## src/rtl/cpu_pkg.sv

```systemverilog
// cpu_pkg: definitions shared by the program loader and its word assembler.
//   ld_state_e  : loader FSM state encoding
//   ERR_*       : err_code values reported by the loader
//   SYNC_BYTE_DEF : default frame start byte
package cpu_pkg;

   typedef enum logic [2:0] {
      ST_IDLE  = 3'd0,
      ST_LEN0  = 3'd1,
      ST_LEN1  = 3'd2,
      ST_DATA  = 3'd3,
      ST_CSUM  = 3'd4,
      ST_DONE  = 3'd5,
      ST_ERROR = 3'd6
   } ld_state_e;

   localparam logic [1:0] ERR_NONE    = 2'd0;
   localparam logic [1:0] ERR_LENGTH  = 2'd1;
   localparam logic [1:0] ERR_CSUM    = 2'd2;
   localparam logic [1:0] ERR_TIMEOUT = 2'd3;

   localparam logic [7:0] SYNC_BYTE_DEF = 8'hA5;

endpackage

```

## src/rtl/word_assembler_v.sv

```systemverilog
// word_assembler_v: packs a little-endian byte stream into 32-bit words.
//   clk, reset   : clock, synchronous active-high reset
//   clr          : start of a new frame (clears index, sum, pending word)
//   byte_en      : byte_in is consumed this cycle
//   byte_in      : data byte
//   last_byte    : byte_en on the 4th byte of a word (combinational)
//   word         : assembled word, stable while word_valid is high
//   word_valid   : one-cycle pulse the cycle after a word's 4th byte
//   sum          : running mod-256 sum of consumed bytes
module word_assembler_v
   import cpu_pkg::*;
(
   input  logic        clk,
   input  logic        reset,
   input  logic        clr,
   input  logic        byte_en,
   input  logic [7:0]  byte_in,
   output logic        last_byte,
   output logic [31:0] word,
   output logic        word_valid,
   output logic [7:0]  sum
);

   logic [1:0] byte_idx;

   assign last_byte = byte_en && (byte_idx == 2'd3);

   always_ff @(posedge clk) begin
      if (reset) begin
         byte_idx   <= '0;
         word       <= '0;
         word_valid <= 1'b0;
         sum        <= '0;
      end else if (clr) begin
         byte_idx   <= '0;
         word_valid <= 1'b0;
         sum        <= '0;
      end else begin
         word_valid <= last_byte;
         if (byte_en) begin
            // LSB first: after four shifts the first byte sits in [7:0].
            // A byte accepted in the write cycle shifts only at its end,
            // so the word presented with word_valid is still intact.
            word     <= {byte_in, word[31:8]};
            byte_idx <= byte_idx + 2'd1;
            sum      <= sum + byte_in;
         end
      end
   end

endmodule

```

## src/rtl/imem_loader_v.sv

```systemverilog
// imem_loader_v: framed byte-stream program loader, writer side of the
// IF-stage instruction memory.
//   clk, reset          : clock, synchronous active-high reset
//   rx_data/valid/ready : byte input, transfer on valid & ready
//   imem_we/addr/wdata  : instruction memory write port, one word per strobe
//   cpu_hold            : holds the CPU in reset while loading / after failure
//   load_busy           : frame in progress
//   load_done, load_err : one-cycle end-of-frame pulses
//   err_code            : sticky cause of the last failure, cleared on SYNC
//   words_loaded        : words written in the current/last frame
module imem_loader_v
   import cpu_pkg::*;
#(
   parameter int         ADDR_W         = 10,
   parameter logic [7:0] SYNC_BYTE      = SYNC_BYTE_DEF,
   parameter int         TIMEOUT_CYCLES = 100000
) (
   input  logic              clk,
   input  logic              reset,
   input  logic [7:0]        rx_data,
   input  logic              rx_valid,
   output logic              rx_ready,
   output logic              imem_we,
   output logic [ADDR_W-1:0] imem_addr,
   output logic [31:0]       imem_wdata,
   output logic              cpu_hold,
   output logic              load_busy,
   output logic              load_done,
   output logic              load_err,
   output logic [1:0]        err_code,
   output logic [ADDR_W:0]   words_loaded
);

   localparam int          TW    = $clog2(TIMEOUT_CYCLES + 1);
   localparam logic [16:0] DEPTH = 17'(1) << ADDR_W;

   ld_state_e         state, state_nxt;
   logic [15:0]       len_q;
   logic [ADDR_W:0]   wcnt;
   logic [ADDR_W-1:0] addr;
   logic [TW-1:0]     tcnt;

   logic        accept, tmo, sync_hit, byte_en, last_byte, word_valid;
   logic        err_set, done_set;
   logic [1:0]  err_val;
   logic [15:0] len_in;
   logic [7:0]  sum;
   logic [31:0] word;

   assign accept   = rx_valid && rx_ready;
   assign len_in   = {rx_data, len_q[7:0]};
   assign sync_hit = (state == ST_IDLE) && accept && (rx_data == SYNC_BYTE);
   assign tmo      = (state inside {ST_LEN0, ST_LEN1, ST_DATA, ST_CSUM})
                     && (tcnt == TW'(TIMEOUT_CYCLES - 1));
   // A byte arriving on the timeout edge is dropped: timeout wins.
   assign byte_en  = accept && (state == ST_DATA) && !tmo;

   word_assembler_v u_asm (
      .clk        (clk),
      .reset      (reset),
      .clr        (sync_hit),
      .byte_en    (byte_en),
      .byte_in    (rx_data),
      .last_byte  (last_byte),
      .word       (word),
      .word_valid (word_valid),
      .sum        (sum)
   );

   // The final word is written in the first CSUM cycle; hold off the
   // checksum byte that cycle so the write completes on its own.
   always_comb begin
      rx_ready = 1'b0;
      if (!reset)
         rx_ready = (state inside {ST_IDLE, ST_LEN0, ST_LEN1, ST_DATA, ST_CSUM})
                    && !((state == ST_CSUM) && word_valid);
   end

   always_comb begin
      state_nxt = state;
      err_set   = 1'b0;
      err_val   = ERR_NONE;
      done_set  = 1'b0;
      case (state)
         ST_IDLE: if (sync_hit) state_nxt = ST_LEN0;
         ST_LEN0: begin
            if (tmo) begin
               state_nxt = ST_ERROR; err_set = 1'b1; err_val = ERR_TIMEOUT;
            end else if (accept) state_nxt = ST_LEN1;
         end
         ST_LEN1: begin
            if (tmo) begin
               state_nxt = ST_ERROR; err_set = 1'b1; err_val = ERR_TIMEOUT;
            end else if (accept) begin
               if ({1'b0, len_in} > DEPTH) begin
                  state_nxt = ST_ERROR; err_set = 1'b1; err_val = ERR_LENGTH;
               end else if (len_in == 16'd0) state_nxt = ST_CSUM;
               else                          state_nxt = ST_DATA;
            end
         end
         ST_DATA: begin
            if (tmo) begin
               state_nxt = ST_ERROR; err_set = 1'b1; err_val = ERR_TIMEOUT;
            end else if (last_byte && (16'(wcnt) + 16'd1 == len_q))
               state_nxt = ST_CSUM;
         end
         ST_CSUM: begin
            if (tmo) begin
               state_nxt = ST_ERROR; err_set = 1'b1; err_val = ERR_TIMEOUT;
            end else if (accept) begin
               if (rx_data == sum) state_nxt = ST_DONE;
               else begin
                  state_nxt = ST_ERROR; err_set = 1'b1; err_val = ERR_CSUM;
               end
            end
         end
         ST_DONE: begin
            state_nxt = ST_IDLE;
            done_set  = 1'b1;
         end
         ST_ERROR: state_nxt = ST_IDLE;
         default:  state_nxt = ST_IDLE;
      endcase
   end

   always_ff @(posedge clk) begin
      if (reset) state <= ST_IDLE;
      else       state <= state_nxt;
   end

   always_ff @(posedge clk) begin
      if (reset) begin
         len_q        <= '0;
         wcnt         <= '0;
         addr         <= '0;
         tcnt         <= '0;
         cpu_hold     <= 1'b0;
         err_code     <= ERR_NONE;
         words_loaded <= '0;
      end else begin
         if (state == ST_IDLE || accept) tcnt <= '0;
         else                            tcnt <= tcnt + TW'(1);

         if (state == ST_LEN0 && accept) len_q[7:0]  <= rx_data;
         if (state == ST_LEN1 && accept) len_q[15:8] <= rx_data;

         if (sync_hit) begin
            cpu_hold     <= 1'b1;
            err_code     <= ERR_NONE;
            words_loaded <= '0;
            addr         <= '0;
            wcnt         <= '0;
         end else begin
            if (last_byte) wcnt <= wcnt + 1'b1;
            if (word_valid) begin
               addr         <= addr + 1'b1;
               words_loaded <= words_loaded + 1'b1;
            end
            if (err_set)  err_code <= err_val;
            if (done_set) cpu_hold <= 1'b0;
         end
      end
   end

   assign imem_we    = word_valid;
   assign imem_addr  = addr;
   assign imem_wdata = word;
   assign load_busy  = (state != ST_IDLE);
   assign load_done  = (state == ST_DONE);
   assign load_err   = (state == ST_ERROR);

endmodule

```

## config.mk

```make
export PLATFORM = sky130hd
export DESIGN_NAME = imem_loader_v
export DESIGN_NICKNAME = d
export VERILOG_FILES = /design/src/rtl/cpu_pkg.sv /design/src/rtl/word_assembler_v.sv /design/src/rtl/imem_loader_v.sv
export SDC_FILE = /design/constraint.sdc
export NUM_CORES = 1
export LEC_CHECK = 0
export CORE_UTILIZATION = 50
export CTS_BUF_LIST = sky130_fd_sc_hd__clkbuf_4 sky130_fd_sc_hd__clkbuf_8 sky130_fd_sc_hd__clkbuf_16
export DETAILED_ROUTE_END_ITERATION = 8
export PLACE_DENSITY = 0.77
export RECOVER_POWER = 50
export SYNTH_ARGS = -nofsm -noshare
export SYNTH_HDL_FRONTEND = slang
export SYNTH_HIERARCHICAL = 1
export SYNTH_SLANG_ARGS = --single-unit
```

## constraint.sdc

```tcl
create_clock -name clk -period 7.3 [get_ports clk]
set_input_delay 1.46 -clock clk [delete_from_list [all_inputs] [get_ports clk]]
set_output_delay 1.46 -clock clk [all_outputs]
set_load 0.03 [all_outputs]
```

==> reports/metrics.cfg <==
[run_status]
outcome = completed

[routing]
route.vias.total = 4681
drc = 0
drt_iter0_markers = 314
drt.antenna.violating_nets = 0
avgViaCountPerCell = 5.52
router_iterations_before_antenna_repair = 5
wl_per_cell_um = 15.1
routed_wl_mm = 12.8

[global_route]
grt_antenna_before_repair = 0
grt_max_degree = 60
gr-total-overflow = 0
number_of_global_route_vias_before_repair = 4522
grt_first_pass_wirelength_mm = 21.2
grtUsageTotal = 0.240

[flow_run]
maxCapViolations = 0

[pwr]
power.net_switching_mw = 0.325
worst_ir_drop_vdd_uv = 277
power.total_mw = 1.50
seq_power_share = 0.416
p_sw_frac = 0.217
power.leakage_nw = 2.75
intPower_mw = 1.17
comb_power_share = 0.022
clock_power_share = 0.561
p_per_area_nw_per_um2 = 222

[synth]
synth_edf_count = 0
synthDominantAreaCellType = sky130_fd_sc_hd__dfxtp_1
ys.warnings.count = 6
yosysMostFrequentCell = sky130_fd_sc_hd__dfxtp_1
mappedNetlistArea_sq_um = 5370
post_synth_num_cell_types = 51
synth-main-ff-cell = sky130_fd_sc_hd__dfxtp_1
ys_top_cells_by_count = 114 x sky130_fd_sc_hd__dfxtp_1, 95 x sky130_fd_sc_hd__nor2_1, 92 x sky130_fd_sc_hd__nand2_1
synthesis.instances = 638
synth_top_area_share = 0.425
synth_nets = 662
async_reset_ff_frac = 0
yosysSeqAreaShare = 0.425
syn-mean-instance-area_sq_um = 8.41
top_cells_by_area_in_the_synthesized_netlist = sky130_fd_sc_hd__dfxtp_1 43%, sky130_fd_sc_hd__xor2_1 7.2%, sky130_fd_sc_hd__nor2_1 6.6%, sky130_fd_sc_hd__nand2_1 6.4%, sky130_fd_sc_hd__mux2i_1 4.7%
yosys_register_bits = 114

[placed_design]
place.port_buffers = 71
gp_congestion = 0.876
detailedPlace.worstSlack_ns = 2.78
detailed_place_hpwl_mm = 8.59

[clocking]
cts.root.buffer_cell = sky130_fd_sc_hd__clkbuf_8
clk_transition_reported_paths_ns = 0.06
number_of_hold_repair_buffers_added_at_the_cts_stage = 0
clkLatencyLatePin_ns = 0.52
clkSinkCount = 114
numCtsBuffers = 17
clk_path_buf_depth = 2
cts.repair_timing.setup_buffer_count = 0
cts_resized = 0
clock_tree_from_tritoncts = done
htree_num_levels = 4

[die]
initial_core_utilization = 0.517
floorplan.die.width_um = 106
design.die.area_sq_um = 11100
core.rowCount = 37
core_sq_um = 10400
dieHeight_um = 106
num_io_pins = 72

[layout]
drive_gt1_frac = 0.0618
multi_input_area_sq_um = 2910
layout_nets = 723
total_of_fill_cells_in_the_finished_design = 869
antennaDiodeCount = 0
utilization = 0.648
register_area_sq_um = 2280
area.growth.synth_to_final_pct = 25.3

[timing]
timing_hold_violations_final = 0
clock.fmax_ghz = 0.233
clock_skew_ns = 0.00810
number_of_pins_exceeding_their_max_slew_limit_in_the_final_report = 0
final_min_period_over_clock_period = 0.588
final.min_clock_period_ns = 4.30
final.setup.tns_ns = 0
worst_pin_slew_ns = 1.24
final.setup.worst_slack_ns = 3.00
setup_violations = 0
unrepaired_setup_endpoints_after_global_routing = false
slew_headroom = 0.171

[worst_setup_path]
reg2reg_slack_ns = 3.78
worst-endpoint-required_ns = 5.84
worst_ep_arrival_time_ns = 2.84
timing.critical_path.to_type = output port
worst_setup_path_start_kind = input port
worstPathMaxFanout = 59
timing_worst_setup_path_type = input port to output port
ff2ff_path_depth = 10

[worst_hold_path]
worstHoldPathType = register to register
hold_depth = 2

[power groups by stage]
stage          clock network, mW  registers, mW  logic (mW)
4_1_cts                    0.855          0.622      0.0335
3_3_place_gp                   0          0.636      0.0326
3_5_place_dp                   0          0.636      0.0332
2_1_floorplan                  0          0.636      0.0199
5_1_grt                    0.886          0.622      0.0364
6_report                   0.840          0.622      0.0336
[worst max-delay path, cell delays in order]
cell and delay, ns:
sky130_fd_sc_hd__buf_2 0.09, sky130_fd_sc_hd__buf_4 0.28, sky130_fd_sc_hd__a21oi_1 0.26, sky130_fd_sc_hd__clkdlybuf4s50_1 0.70
[cell type report]
| type | instances | share of cell area |
|---|---|---|
| clock inverters | 13 | 0.0261 |
| clock buffers | 19 | 0.0648 |
| inverters | 9 | 0.00502 |
| flip-flops and latches | 114 | 0.339 |
| well taps | 136 | 0.0253 |
| multi-input cells | 484 | 0.432 |
| repair buffers | 73 | 0.107 |
[placed cells by master (no fill, tap or decap), types with 5 or more instances in the layout]
master	Yosys	routed
sky130_fd_sc_hd__mux2i_1	25	25
sky130_fd_sc_hd__and3_1	15	15
sky130_fd_sc_hd__nor4_1	6	6
sky130_fd_sc_hd__a21oi_1	49	49
sky130_fd_sc_hd__clkbuf_16	0	16
sky130_fd_sc_hd__inv_1	8	8
sky130_fd_sc_hd__or3_1	5	5
sky130_fd_sc_hd__nand4b_1	5	5
sky130_fd_sc_hd__dlygate4sd3_1	0	55
sky130_fd_sc_hd__clkinv_4	0	5
sky130_fd_sc_hd__nand3_1	19	19
sky130_fd_sc_hd__ha_1	12	12
sky130_fd_sc_hd__nor2_1	95	94
sky130_fd_sc_hd__o21ai_0	11	11
sky130_fd_sc_hd__xnor2_1	24	24
sky130_fd_sc_hd__dfxtp_1	114	114
sky130_fd_sc_hd__nor3_1	10	10
sky130_fd_sc_hd__nand2_1	92	92
sky130_fd_sc_hd__and2_1	6	6
sky130_fd_sc_hd__clkdlybuf4s50_1	0	15
sky130_fd_sc_hd__nand4_1	19	19
sky130_fd_sc_hd__xor2_1	44	44
[kinds of logic after synthesis]
logic type / after synthesis / share of synthesized area
AO/OA/AOI/OAI: 85 / 0.0949
flip-flops: 114 / 0.425
XOR/XNOR: 68 / 0.111
multiplexers: 25 / 0.0466
adder cells (fa/ha/maj): 13 / 0.0317
AND/OR/NAND/NOR: 293 / 0.257
buffers and inverters: 40 / 0.0333
[registers in the layout, indices dropped and copies added, names as in the netlist]
| signal | cells |
|---|---|
| u_asm/word_valid | 1 |
| u_asm/word | 32 |
| imem_addr | 10 |
| wcnt | 11 |
| tcnt | 17 |
| len_q | 16 |
| err_code | 2 |
| u_asm/byte_idx | 2 |
| cpu_hold | 1 |
| state | 3 |
| u_asm/sum | 8 |
| words_loaded | 11 |
[routing by layer]
metal  global-route usage  vias up  wire [um]
li1                     -     2295          -
met1                0.291     2211       5450
met2                0.402      157       6400
met3               0.0606       18        759
met4                0.104        0        153
met5                    0        -          0
[final timing paths]
| path | start | to |
|---|---|---|
| worst min-delay path | u_asm/word[7] | u_asm/word[7] |
| worst max register to register | u_asm/word_valid | state[1] |
| worst min register to register | u_asm/word[7] | u_asm/word[7] |
| worst max-delay path | reset | rx_ready |
[stage by stage]
stage | area [sq um] | std cells | hold slack, ns
after global routing | 6720 | 848 | 0.475
final | 6720 | 848 | 0.451
after global placement | 6110 | 816 | 0.440
after floorplan | 5370 | 638 | 0.430
after CTS | 6720 | 848 | 0.458
after detailed placement | 6110 | 816 | 0.448
(Power assumes the default switching activity.)
